--- src/rtl/tdm_demux4.sv ---
// Receive side of a 4-slot TDM link: rebuilds 4-lane frames from a serial word stream
// and tracks frame alignment with a HUNT/LOCK FSM that drops lock after repeated missing markers.
module tdm_demux4 #(
    parameter int WIDTH      = 4,
    parameter int MISS_LIMIT = 2
) (
    input  logic                 clk,
    input  logic                 rst,
    input  logic [WIDTH-1:0]     din,
    input  logic                 din_valid,
    input  logic                 frame_sync,
    output logic [4*WIDTH-1:0]   out_frame,
    output logic                 frame_valid,
    output logic [1:0]           slot,
    output logic                 locked,
    output logic                 sync_err
);

    localparam int CNT_W = (MISS_LIMIT < 1) ? 1 : $clog2(MISS_LIMIT + 1);

    typedef enum logic {
        HUNT = 1'b0,
        LOCK = 1'b1
    } state_t;

    state_t                      state, state_n;
    logic [1:0]                  slot_n;
    logic [CNT_W-1:0]            miss_cnt, miss_n, miss_inc;
    logic [2:0][WIDTH-1:0]       shadow, shadow_n;
    logic [4*WIDTH-1:0]          out_frame_n;
    logic                        frame_valid_n;
    logic                        sync_err_n;

    assign miss_inc = miss_cnt + CNT_W'(1);

    always_ff @(posedge clk or posedge rst) begin
        if (rst) begin
            state       <= HUNT;
            slot        <= 2'd0;
            miss_cnt    <= '0;
            shadow      <= '0;
            out_frame   <= '0;
            frame_valid <= 1'b0;
            sync_err    <= 1'b0;
        end else begin
            state       <= state_n;
            slot        <= slot_n;
            miss_cnt    <= miss_n;
            shadow      <= shadow_n;
            out_frame   <= out_frame_n;
            frame_valid <= frame_valid_n;
            sync_err    <= sync_err_n;
        end
    end

    assign locked = (state == LOCK);

    // Every accepted word restarts the frame, extends it, completes it, or abandons alignment.
    always_comb begin
        state_n       = state;
        slot_n        = slot;
        miss_n        = miss_cnt;
        shadow_n      = shadow;
        out_frame_n   = out_frame;
        frame_valid_n = 1'b0;
        sync_err_n    = 1'b0;

        if (din_valid) begin
            case (state)
                HUNT: begin
                    if (frame_sync) begin
                        shadow_n[0] = din;
                        slot_n      = 2'd1;
                        miss_n      = '0;
                        state_n     = LOCK;
                    end
                end

                LOCK: begin
                    if (slot == 2'd0) begin
                        if (frame_sync) begin
                            shadow_n[0] = din;
                            slot_n      = 2'd1;
                            miss_n      = '0;
                        end else begin
                            sync_err_n = 1'b1;
                            if (miss_inc >= CNT_W'(MISS_LIMIT)) begin
                                state_n = HUNT;
                                slot_n  = 2'd0;
                                miss_n  = '0;
                            end else begin
                                shadow_n[0] = din;
                                slot_n      = 2'd1;
                                miss_n      = miss_inc;
                            end
                        end
                    end else if (frame_sync) begin
                        // Marker arrived early: treat this word as the new slot 0.
                        sync_err_n  = 1'b1;
                        shadow_n[0] = din;
                        slot_n      = 2'd1;
                        miss_n      = '0;
                    end else begin
                        case (slot)
                            2'd1: begin
                                shadow_n[1] = din;
                                slot_n      = 2'd2;
                            end
                            2'd2: begin
                                shadow_n[2] = din;
                                slot_n      = 2'd3;
                            end
                            default: begin
                                out_frame_n   = {din, shadow[2], shadow[1], shadow[0]};
                                frame_valid_n = 1'b1;
                                slot_n        = 2'd0;
                            end
                        endcase
                    end
                end

                default: begin
                    state_n = HUNT;
                    slot_n  = 2'd0;
                    miss_n  = '0;
                end
            endcase
        end
    end

endmodule

--- config.mk ---
export PLATFORM = sky130hd
export DESIGN_NAME = tdm_demux4
export DESIGN_NICKNAME = d
export VERILOG_FILES = /design/src/rtl/tdm_demux4.sv
export SDC_FILE = /design/constraint.sdc
export NUM_CORES = 1
export LEC_CHECK = 0
export CAP_MARGIN = 15
export CORE_MARGIN = 1
export CORE_UTILIZATION = 55
export CTS_CLUSTER_DIAMETER = 50
export DETAILED_ROUTE_END_ITERATION = 10
export GPL_TIMING_DRIVEN = 0
export PLACE_DENSITY = 0.84
export SETUP_SLACK_MARGIN = 0.05
export SLEW_MARGIN = 40
export SYNTH_ARGS = -nofsm -noshare
export SYNTH_HDL_FRONTEND = slang
export SYNTH_SLANG_ARGS = --single-unit
export TNS_END_PERCENT = 20
--- constraint.sdc ---
create_clock -name clk -period 4.95 [get_ports clk]
set_clock_uncertainty 0.05 [all_clocks]
set_input_delay 1.485 -clock clk [delete_from_list [all_inputs] [get_ports clk]]
set_output_delay 1.485 -clock clk [all_outputs]
set_load 0.03 [all_outputs]
==> flow_metrics.tcl, run 1 <==
set metrics [dict create \
    crit_buf_inv 4 \
    firstDrtPassIters 4 \
    synth_seq_cells 35 \
    core_sq_um 2760 \
    cellPowerDensity_nw_per_um2 635 \
    setup_slack_ns 1.58 \
    layout-drive-gt1-share_pct 24.8 \
    grt_overflow_total 0 \
    final_antenna_net_count 0 \
    setup_viol 0 \
    row_count 19 \
    grt_pass1_vias 1125 \
    io_pins 29 \
    maxSlewViolCount 0 \
    tns_ns 0 \
    end_kind "register" \
    cp_cell_sequence "clkdlybuf4s50_1 > clkbuf_1 > inv_1 > ha_1 > nand4_4 > buf_6 > mux2_4" \
    grt_usage_pct 22.6 \
    initial_core_util_pct 58.2 \
    vias 1105 \
    grt_max_degree 36 \
    min_period_over_period_pct 68.1 \
    synth_top_area_share_pct 54.6 \
    clock_latency_ns 0.34 \
    cts_buffers 5 \
    cp_top_family "buffers and inverters" \
    cts_buffer_depth 2 \
    worstPathMaxFanout 10 \
    vias_per_cell 5.88 \
    slowest_delay_ns 0.46 \
    worst_pin_slew_ns 0.689 \
    path_class "in -> reg" \
    internal_power_w 0.000784 \
    drtIter0Drc 28 \
    fin_nets 171 \
    syn_area_sq_um 1610 \
    pwr-share-seq_pct 38.0 \
    drc 0 \
    maxSlewHeadroom_pct 54.0 \
    synth.distinct_cells 29 \
    cpMaxStageDelayCell "clkdlybuf4s50_1" \
    htree_levels 2 \
    min_period_ns 3.37 \
    fmax_mhz 297 \
    dp_hpwl_microns 2120 \
    cts_tree "done" \
    yosysMostFrequentCell "dfrtp_1" \
    p_switching_w 0.000475 \
    irDropWorstVdd_uv 512 \
    routedWlPerCell_microns 15.9 \
    sw_frac_of_total_pct 37.7 \
    holdWs_ns 0.460 \
    cts-resized-gates 0 \
    critPathRequiredTime_ns 5.11 \
    p_comb_share_pct 49.7 \
    synthCells 122 \
    synth_fp_nets 136 \
    cts-root-buf "clkbuf_4" \
    hold_buffers 0 \
    drt_wl_total_microns 2990 \
    start_kind "input pin" \
    cts.sinks 35 \
    outcome "finished clean" \
    final_cell_area_sq_um 1980 \
    dp_worst_setup_slack_ns 1.24 \
    place_area_sq_um 1920 \
    dieArea_sq_um 3140 \
    antenna_found_initial 0 \
    avgSynthCellArea_sq_um 13.2 \
    die_w_microns 56.0 \
    drv_cap 0 \
    port_buffers 28 \
    pwr-share-clk_pct 12.3 \
    rsz0062_at_grt "no" \
    diodes 0 \
    clkSlewWorstSetupHoldPaths_ns 0.11 \
    ys_seq_area_share_pct 54.6 \
    area_delta_synth_final_pct 23.4 \
    synth_top_cells_by_count "dfrtp_1 (35), mux2_2 (14), mux2_4 (10)" \
    postCtsSetupBuffers 0 \
    async_flop_share_pct 100 \
    p_leak_nw 0.911 \
    synth.area.top_cells "dfrtp_1 (55%), mux2_2 (9.8%), mux2_4 (9.4%), ha_1 (4.7%), nand4_1 (2.3%)" \
    yosysTopAreaCell "dfrtp_1" \
    finalHoldViolCount 0 \
    gp_congestion 0.854 \
    die_h_microns 56.0 \
    synth_warnings 0 \
    hold_class "reg -> reg" \
    grt_pass1_wl_microns 5300 \
    fillCellCount 196 \
    synth-edff-count 0 \
    synthFlopType "dfrtp_1" \
    worstPathArrival_ns 3.53 \
]
==> registers in the layout, indices dropped and copies added, names as in the netlist <==
signal	flops
locked	1
sync_err	1
out_frame	16
shadow	12
frame_valid	1
slot	2
miss_cnt	2
==> path summary, 6_finish.rpt <==
| kind | slack, ns | cells past startpoint | start | endpoint |
|---|---|---|---|---|
| min in group asynchronous | 1.51 | 2 | rst | out_frame[4] |
| worst max register to register | 2.89 | 7 | slot[1] | out_frame[3] |
| max in group asynchronous | 2.88 | 2 | rst | frame_valid |
| worst min register to register | 0.46 | 1 | shadow[7] | out_frame[7] |
| worst max-delay path | 1.58 | 7 | frame_sync | out_frame[3] |
| worst min-delay path | 0.46 | 1 | shadow[7] | out_frame[7] |
==> kinds of logic (layout without fill, tap and decap cells) <==
family          Yosys count  count (layout)  synth area share, %
compound gates           18              18                 7.79
fa+ha+maj                 6               6                 4.68
buf+inv                  13              48                 3.90
flops                    35              35                 54.6
mux                      24              24                 19.2
simple gates             26              26                 9.90
==> metal layers <==
metal	vias up	wire length [microns]	part of all wire, %	global-route usage, %
met5	-	0	0	0
met4	0	56	1.9	11.1
met3	5	161	5.4	8.37
met2	29	1460	49	35.9
met1	559	1320	44	27.0
li1	512	-	-	-
==> placed cells by master, fill, tap and decap left out <==
cell / synthesis / final
nand4_4: 1 / 1
and2_1: 2 / 2
buf_4: 1 / 1
a21oi_1: 3 / 3
clkbuf_1: 1 / 1
nand2_1: 4 / 4
clkdlybuf4s50_1: 0 / 28
inv_1: 8 / 7
nand3_1: 5 / 5
mux2_2: 14 / 14
o211ai_1: 4 / 4
a22o_1: 1 / 1
mux2_4: 10 / 10
clkbuf_4: 0 / 5
a31o_2: 1 / 1
ha_1: 6 / 6
or2_2: 1 / 1
nand4_1: 6 / 6
dfrtp_1: 35 / 35
o22ai_1: 1 / 1
o32a_1: 1 / 1
o21ai_0: 1 / 1
nor4_1: 1 / 1
a21o_1: 1 / 1
buf_2: 2 / 2
buf_6: 1 / 1
nor2b_1: 4 / 4
nor2_1: 1 / 1
and3_1: 1 / 1
clkbuf_8: 0 / 1
inv_2: 0 / 1
a41oi_1: 1 / 1
a31oi_1: 4 / 4
clkinv_2: 0 / 1
==> power groups by stage <==
stage	registers [W]	clock network (W)	logic (W)
CTS	0.000480	0.000161	0.000629
finish	0.000478	0.000155	0.000625
global placement	0.000478	0	0.000613
floorplan	0.000628	0	0.000264
detailed placement	0.000487	0	0.000626
global route	0.000496	0.000170	0.000667
==> per-stage QoR <==
stage,std cells,util (%),total power (W)
CTS,188,71.8,0.00127
finish,188,71.8,0.00126
global placement,181,69.8,0.00109
detailed placement,181,69.8,0.00111
global route,188,71.8,0.00133
floorplan,122,-,0.000892
==> final cells by class <==
cell class / instances / area, sq um / share of cell area, %
multi-input cells: 74 / 667 / 33.7
well taps: 31 / 38.8 / 1.96
repair buffers: 28 / 280 / 14.2
inverters: 8 / 30.0 / 1.52
plain buffers: 5 / 32.5 / 1.64
clock buffers: 6 / 51.3 / 2.59
clock inverters: 1 / 5.00 / 0.253
flip-flops and latches: 35 / 876 / 44.2
(Power assumes the default switching activity.)
==> run 2: changes to the inputs <==
--- a/config.mk
+++ b/config.mk
@@ -7,11 +7,11 @@
 export LEC_CHECK = 0
 export CAP_MARGIN = 15
 export CORE_MARGIN = 1
-export CORE_UTILIZATION = 55
+export CORE_UTILIZATION = 46
 export CTS_CLUSTER_DIAMETER = 50
 export DETAILED_ROUTE_END_ITERATION = 10
 export GPL_TIMING_DRIVEN = 0
-export PLACE_DENSITY = 0.84
+export PLACE_DENSITY = 0.75
 export SETUP_SLACK_MARGIN = 0.05
 export SLEW_MARGIN = 40
 export SYNTH_ARGS = -nofsm -noshare
==> constraint.sdc (replaced) <==
create_clock -name clk -period 3 [get_ports clk]
set_clock_uncertainty 0.05 [all_clocks]
set_input_delay 0.9 -clock clk [delete_from_list [all_inputs] [get_ports clk]]
set_output_delay 0.9 -clock clk [all_outputs]
set_load 0.03 [all_outputs]
==> flow_metrics.tcl, run 2 (synthesis gave the netlist of run 1 again) <==
set metrics [dict create \
    cts-resized-gates 0 \
    grt_max_degree 36 \
    io_pins 29 \
    sw_frac_of_total_pct 37.9 \
    die_w_microns 61.1 \
    cts_tree "done" \
    grt_pass1_vias 1025 \
    worst_pin_slew_ns 0.705 \
    clock_latency_ns 0.33 \
    pwr-share-clk_pct 12.3 \
    dp_worst_setup_slack_ns -0.130 \
    path_class "in -> reg" \
    tns_ns 0 \
    power_w 0.00208 \
    gp_congestion 0.843 \
    cp_top_family "buffers and inverters" \
    drc 0 \
    grt_overflow_total 0 \
    cellPowerDensity_nw_per_um2 1040 \
    routedWlPerCell_microns 15.2 \
    diodes 0 \
    place_area_sq_um 1940 \
    reg_top3 "out_frame: 16 flops, shadow: 12 flops" \
    worstPathMaxFanout 10 \
    postCtsSetupBuffers 0 \
    maxSlewHeadroom_pct 52.9 \
    finalHoldViolCount 0 \
    final_antenna_net_count 0 \
    core_sq_um 3340 \
    p_leak_nw 0.911 \
    maxSlewViolCount 0 \
    p_comb_share_pct 49.6 \
    vias 1109 \
    drv_cap 0 \
    crit_buf_inv 4 \
    critPathRequiredTime_ns 3.17 \
    row_count 21 \
    rsz0062_at_grt "no" \
    layout-drive-gt1-share_pct 24.8 \
    port_buffers 28 \
    antenna_found_initial 0 \
    max_flop_register "out_frame" \
    drtIter0Drc 15 \
    dp_hpwl_microns 2170 \
    pwr-share-seq_pct 38.1 \
    cp_cell_sequence "clkdlybuf4s50_1 > clkbuf_1 > inv_1 > ha_1 > nand4_4 > buf_6 > mux2_4" \
    min_period_ns 2.79 \
    irDropWorstVdd_uv 522 \
    fin_nets 171 \
    fillCellCount 283 \
    vias_per_cell 5.46 \
    p_switching_w 0.000791 \
    cts-root-buf "clkbuf_4" \
    clkSlewWorstSetupHoldPaths_ns 0.10 \
    grt_usage_pct 19.0 \
    cts_buffers 5 \
    dieArea_sq_um 3730 \
    slowest_delay_ns 0.47 \
    hold_buffers 0 \
    setup_viol 0 \
    worstPathArrival_ns 2.96 \
    final_common_cell "dfrtp_1" \
    firstDrtPassIters 4 \
    initial_core_util_pct 48.1 \
    drt_wl_total_microns 3090 \
    fin_util_pct 59.9 \
    internal_power_w 0.00129 \
    htree_levels 2 \
    layout_common_cells "dfrtp_1 (35), clkdlybuf4s50_1 (28), mux2_2 (14)" \
    cts.sinks 35 \
    end_kind "register" \
    cpMaxStageDelayCell "clkdlybuf4s50_1" \
    start_kind "input pin" \
    largest_reg_flops 16 \
    grt_pass1_wl_microns 4970 \
    hold_class "reg -> reg" \
    cts_buffer_depth 2 \
    fmax_mhz 359 \
    min_period_over_period_pct 92.9 \
    final_cell_area_sq_um 2000 \
    area_delta_synth_final_pct 24.6 \
    outcome "finished clean" \
    die_h_microns 61.1 \
    setup_slack_ns 0.214 \
]
## run 2: cell counts in the layout (fill, tap and decap cells not counted)
No cell type changed its count.
## run 2: power by group through the flow
stage | clock [W] | sequential, W | combinational (W)
finish | 0.000256 | 0.000794 | 0.00103
global route | 0.000290 | 0.000821 | 0.00110
CTS | 0.000266 | 0.000796 | 0.00104
detailed placement | 0 | 0.000806 | 0.00104
global placement | 0 | 0.000792 | 0.00102
floorplan | 0 | 0.00104 | 0.000436
## run 2: cell type report
class | instances | area (sq um) | share of cell area [%]
plain buffers | 5 | 32.5 | 1.63
well taps | 46 | 57.6 | 2.88
inverters | 8 | 30.0 | 1.50
multi-input cells | 74 | 667 | 33.4
repair buffers | 28 | 280 | 14.0
clock inverters | 1 | 5.00 | 0.250
flip-flops and latches | 35 | 876 | 43.8
clock buffers | 6 | 51.3 | 2.57
## run 2: final timing paths
check / from / end / slack [ns] / depth (start not counted)
worst min register to register: shadow[5] / out_frame[5] / 0.46 / 1
worst max register to register: slot[1] / out_frame[3] / 0.96 / 7
worst min-delay path: shadow[5] / out_frame[5] / 0.46 / 1
max in group asynchronous: rst / miss_cnt[1] / 1.50 / 2
worst max-delay path: frame_sync / out_frame[3] / 0.21 / 7
min in group asynchronous: rst / out_frame[13] / 0.94 / 2
## run 2: through the flow
stage	instances	hold slack, ns
after global placement	196	0.433
after global routing	203	0.477
after CTS	203	0.460
after detailed placement	196	0.437
final	203	0.459
after floorplan	122	0.425
## run 2: metal layers
layer	global-route usage (%)	vias up	wire length [microns]
li1	-	510	-
met1	25.8	549	1480
met2	28.1	43	1400
met3	5.67	7	173
met4	8.77	0	45
met5	0	-	0
==> run 3: changes to the inputs <==
--- a/config.mk
+++ b/config.mk
@@ -12,7 +12,7 @@
 export DETAILED_ROUTE_END_ITERATION = 10
 export GPL_TIMING_DRIVEN = 0
 export PLACE_DENSITY = 0.75
-export SETUP_SLACK_MARGIN = 0.05
+export SETUP_SLACK_MARGIN = 0.2
 export SLEW_MARGIN = 40
 export SYNTH_ARGS = -nofsm -noshare
 export SYNTH_HDL_FRONTEND = slang
==> flow_metrics.tcl, run 3 (synthesis gave the netlist of run 1 again) <==
set metrics [dict create \
    drt_wl_total_microns 3090 \
    start_kind "input pin" \
    vias_per_cell 5.46 \
    power_w 0.00209 \
    grt_usage_pct 19.0 \
    layout-drive-gt1-share_pct 25.5 \
    end_kind "register" \
    dieArea_sq_um 3730 \
    fin_util_pct 60.0 \
    reg_top3 "out_frame: 16 flops, shadow: 12 flops" \
    rsz0062_at_grt "no" \
    grt_pass1_wl_microns 4970 \
    cellPowerDensity_nw_per_um2 1040 \
    critPathRequiredTime_ns 3.17 \
    multi_input_area_sq_um 667 \
    p_leak_nw 0.914 \
    drtIter0Drc 15 \
    core_sq_um 3340 \
    drv_cap 0 \
    clock_latency_ns 0.33 \
    dp_cells 196 \
    grt_max_degree 36 \
    diodes 0 \
    grt_overflow_total 0 \
    maxSlewViolCount 0 \
    cts_buffer_depth 2 \
    cts_tree "done" \
    path_class "in -> reg" \
    cts.sinks 35 \
    worst_pin_slew_ns 0.705 \
    maxSlewHeadroom_pct 52.9 \
    firstDrtPassIters 4 \
    clkSlewWorstSetupHoldPaths_ns 0.10 \
    drc 0 \
    vias 1109 \
    final_cell_area_sq_um 2000 \
    fillCellCount 285 \
    htree_levels 2 \
    port_buffers 28 \
    routedWlPerCell_microns 15.2 \
    dp_hpwl_microns 2170 \
    outcome "finished clean" \
    max_flop_register "out_frame" \
    layout_common_cells "dfrtp_1 (35), clkdlybuf4s50_1 (28), mux2_2 (14)" \
    final_common_cell "dfrtp_1" \
    worstPathMaxFanout 10 \
    finalHoldViolCount 0 \
    min_period_over_period_pct 85.5 \
    largest_reg_flops 16 \
    row_count 21 \
    area_delta_synth_final_pct 24.6 \
    hold_class "reg -> reg" \
    cts-root-buf "clkbuf_4" \
    io_pins 29 \
    min_period_ns 2.56 \
    die_h_microns 61.1 \
    cts_buffers 5 \
    irDropWorstVdd_uv 522 \
    setup_viol 0 \
    die_w_microns 61.1 \
    gp_congestion 0.843 \
    tns_ns 0 \
    worstPathArrival_ns 2.74 \
    place_area_sq_um 1940 \
    initial_core_util_pct 48.1 \
    grt_pass1_vias 1025 \
    fin_nets 171 \
    postCtsSetupBuffers 0 \
    seqCellArea_sq_um 876 \
    fmax_mhz 390 \
    antenna_found_initial 0 \
    layoutNonFillerInstCount 203 \
    final_antenna_net_count 0 \
]
run 3: cell count changes in the layout (fill, tap and decap cells not counted):
| cell | before | now |
|---|---|---|
| clkbuf_2 | 0 | 1 |
| clkbuf_1 | 1 | 0 |
run 3: per-layer routing:
metal	part of all wire, %	vias to the layer above	track usage (%)
li1	-	510	-
met1	48	549	25.8
met2	45	43	28.1
met3	5.6	7	5.67
met4	1.5	0	8.77
met5	0	-	0
run 3: what timing repair did:
item / CTS / global route
endpoints found under the setup margin: 0 / 11
gates resized for setup: 0 / 2
hold endpoints to repair: 0 / 0
hold buffers: 0 / 0
run 3: per-stage QoR:
step                      hold WS [ns]  worst slack [ns]
final                            0.459             0.436
after floorplan                  0.425             0.638
after CTS                        0.460             0.240
after global routing             0.477             0.367
after global placement           0.433           -0.0888
after detailed placement         0.437            -0.130
run 3: critical path: stages:
cell and delay, ns:
clkdlybuf4s50_1 0.47, clkbuf_2 0.23, inv_1 0.16, ha_1 0.29, nand4_4 0.17, buf_6 0.20, mux2_4 0.31
run 3: report_power, final:
part | switching, W | internal (W) | leakage, nW
logic | 0.000526 | 0.000509 | 0.450
clock network | 0.000148 | 0.000109 | 0.0341
registers | 0.000118 | 0.000677 | 0.430
total | 0.000791 | 0.00129 | 0.914
run 3: final cells by class:
type                            instances  share of cell area, %
Sequential cell                        35                   43.8
Multi-Input combinational cell         74                   33.3
Timing Repair Buffer                   28                   14.0
Tap cell                               46                   2.88
Clock buffer                            6                   2.56
Buffer                                  5                   1.69
Inverter                                8                   1.50
Clock inverter                          1                  0.250
run 3: final timing paths:
path,cells after the start,slack [ns],to,from
worst max-delay path,7,0.44,out_frame[3],frame_sync
min in group asynchronous,2,0.94,out_frame[13],rst
worst min-delay path,1,0.46,out_frame[5],shadow[5]
max in group asynchronous,2,1.50,miss_cnt[1],rst
worst max register to register,7,0.96,out_frame[3],slot[1]
worst min register to register,1,0.46,out_frame[5],shadow[5]
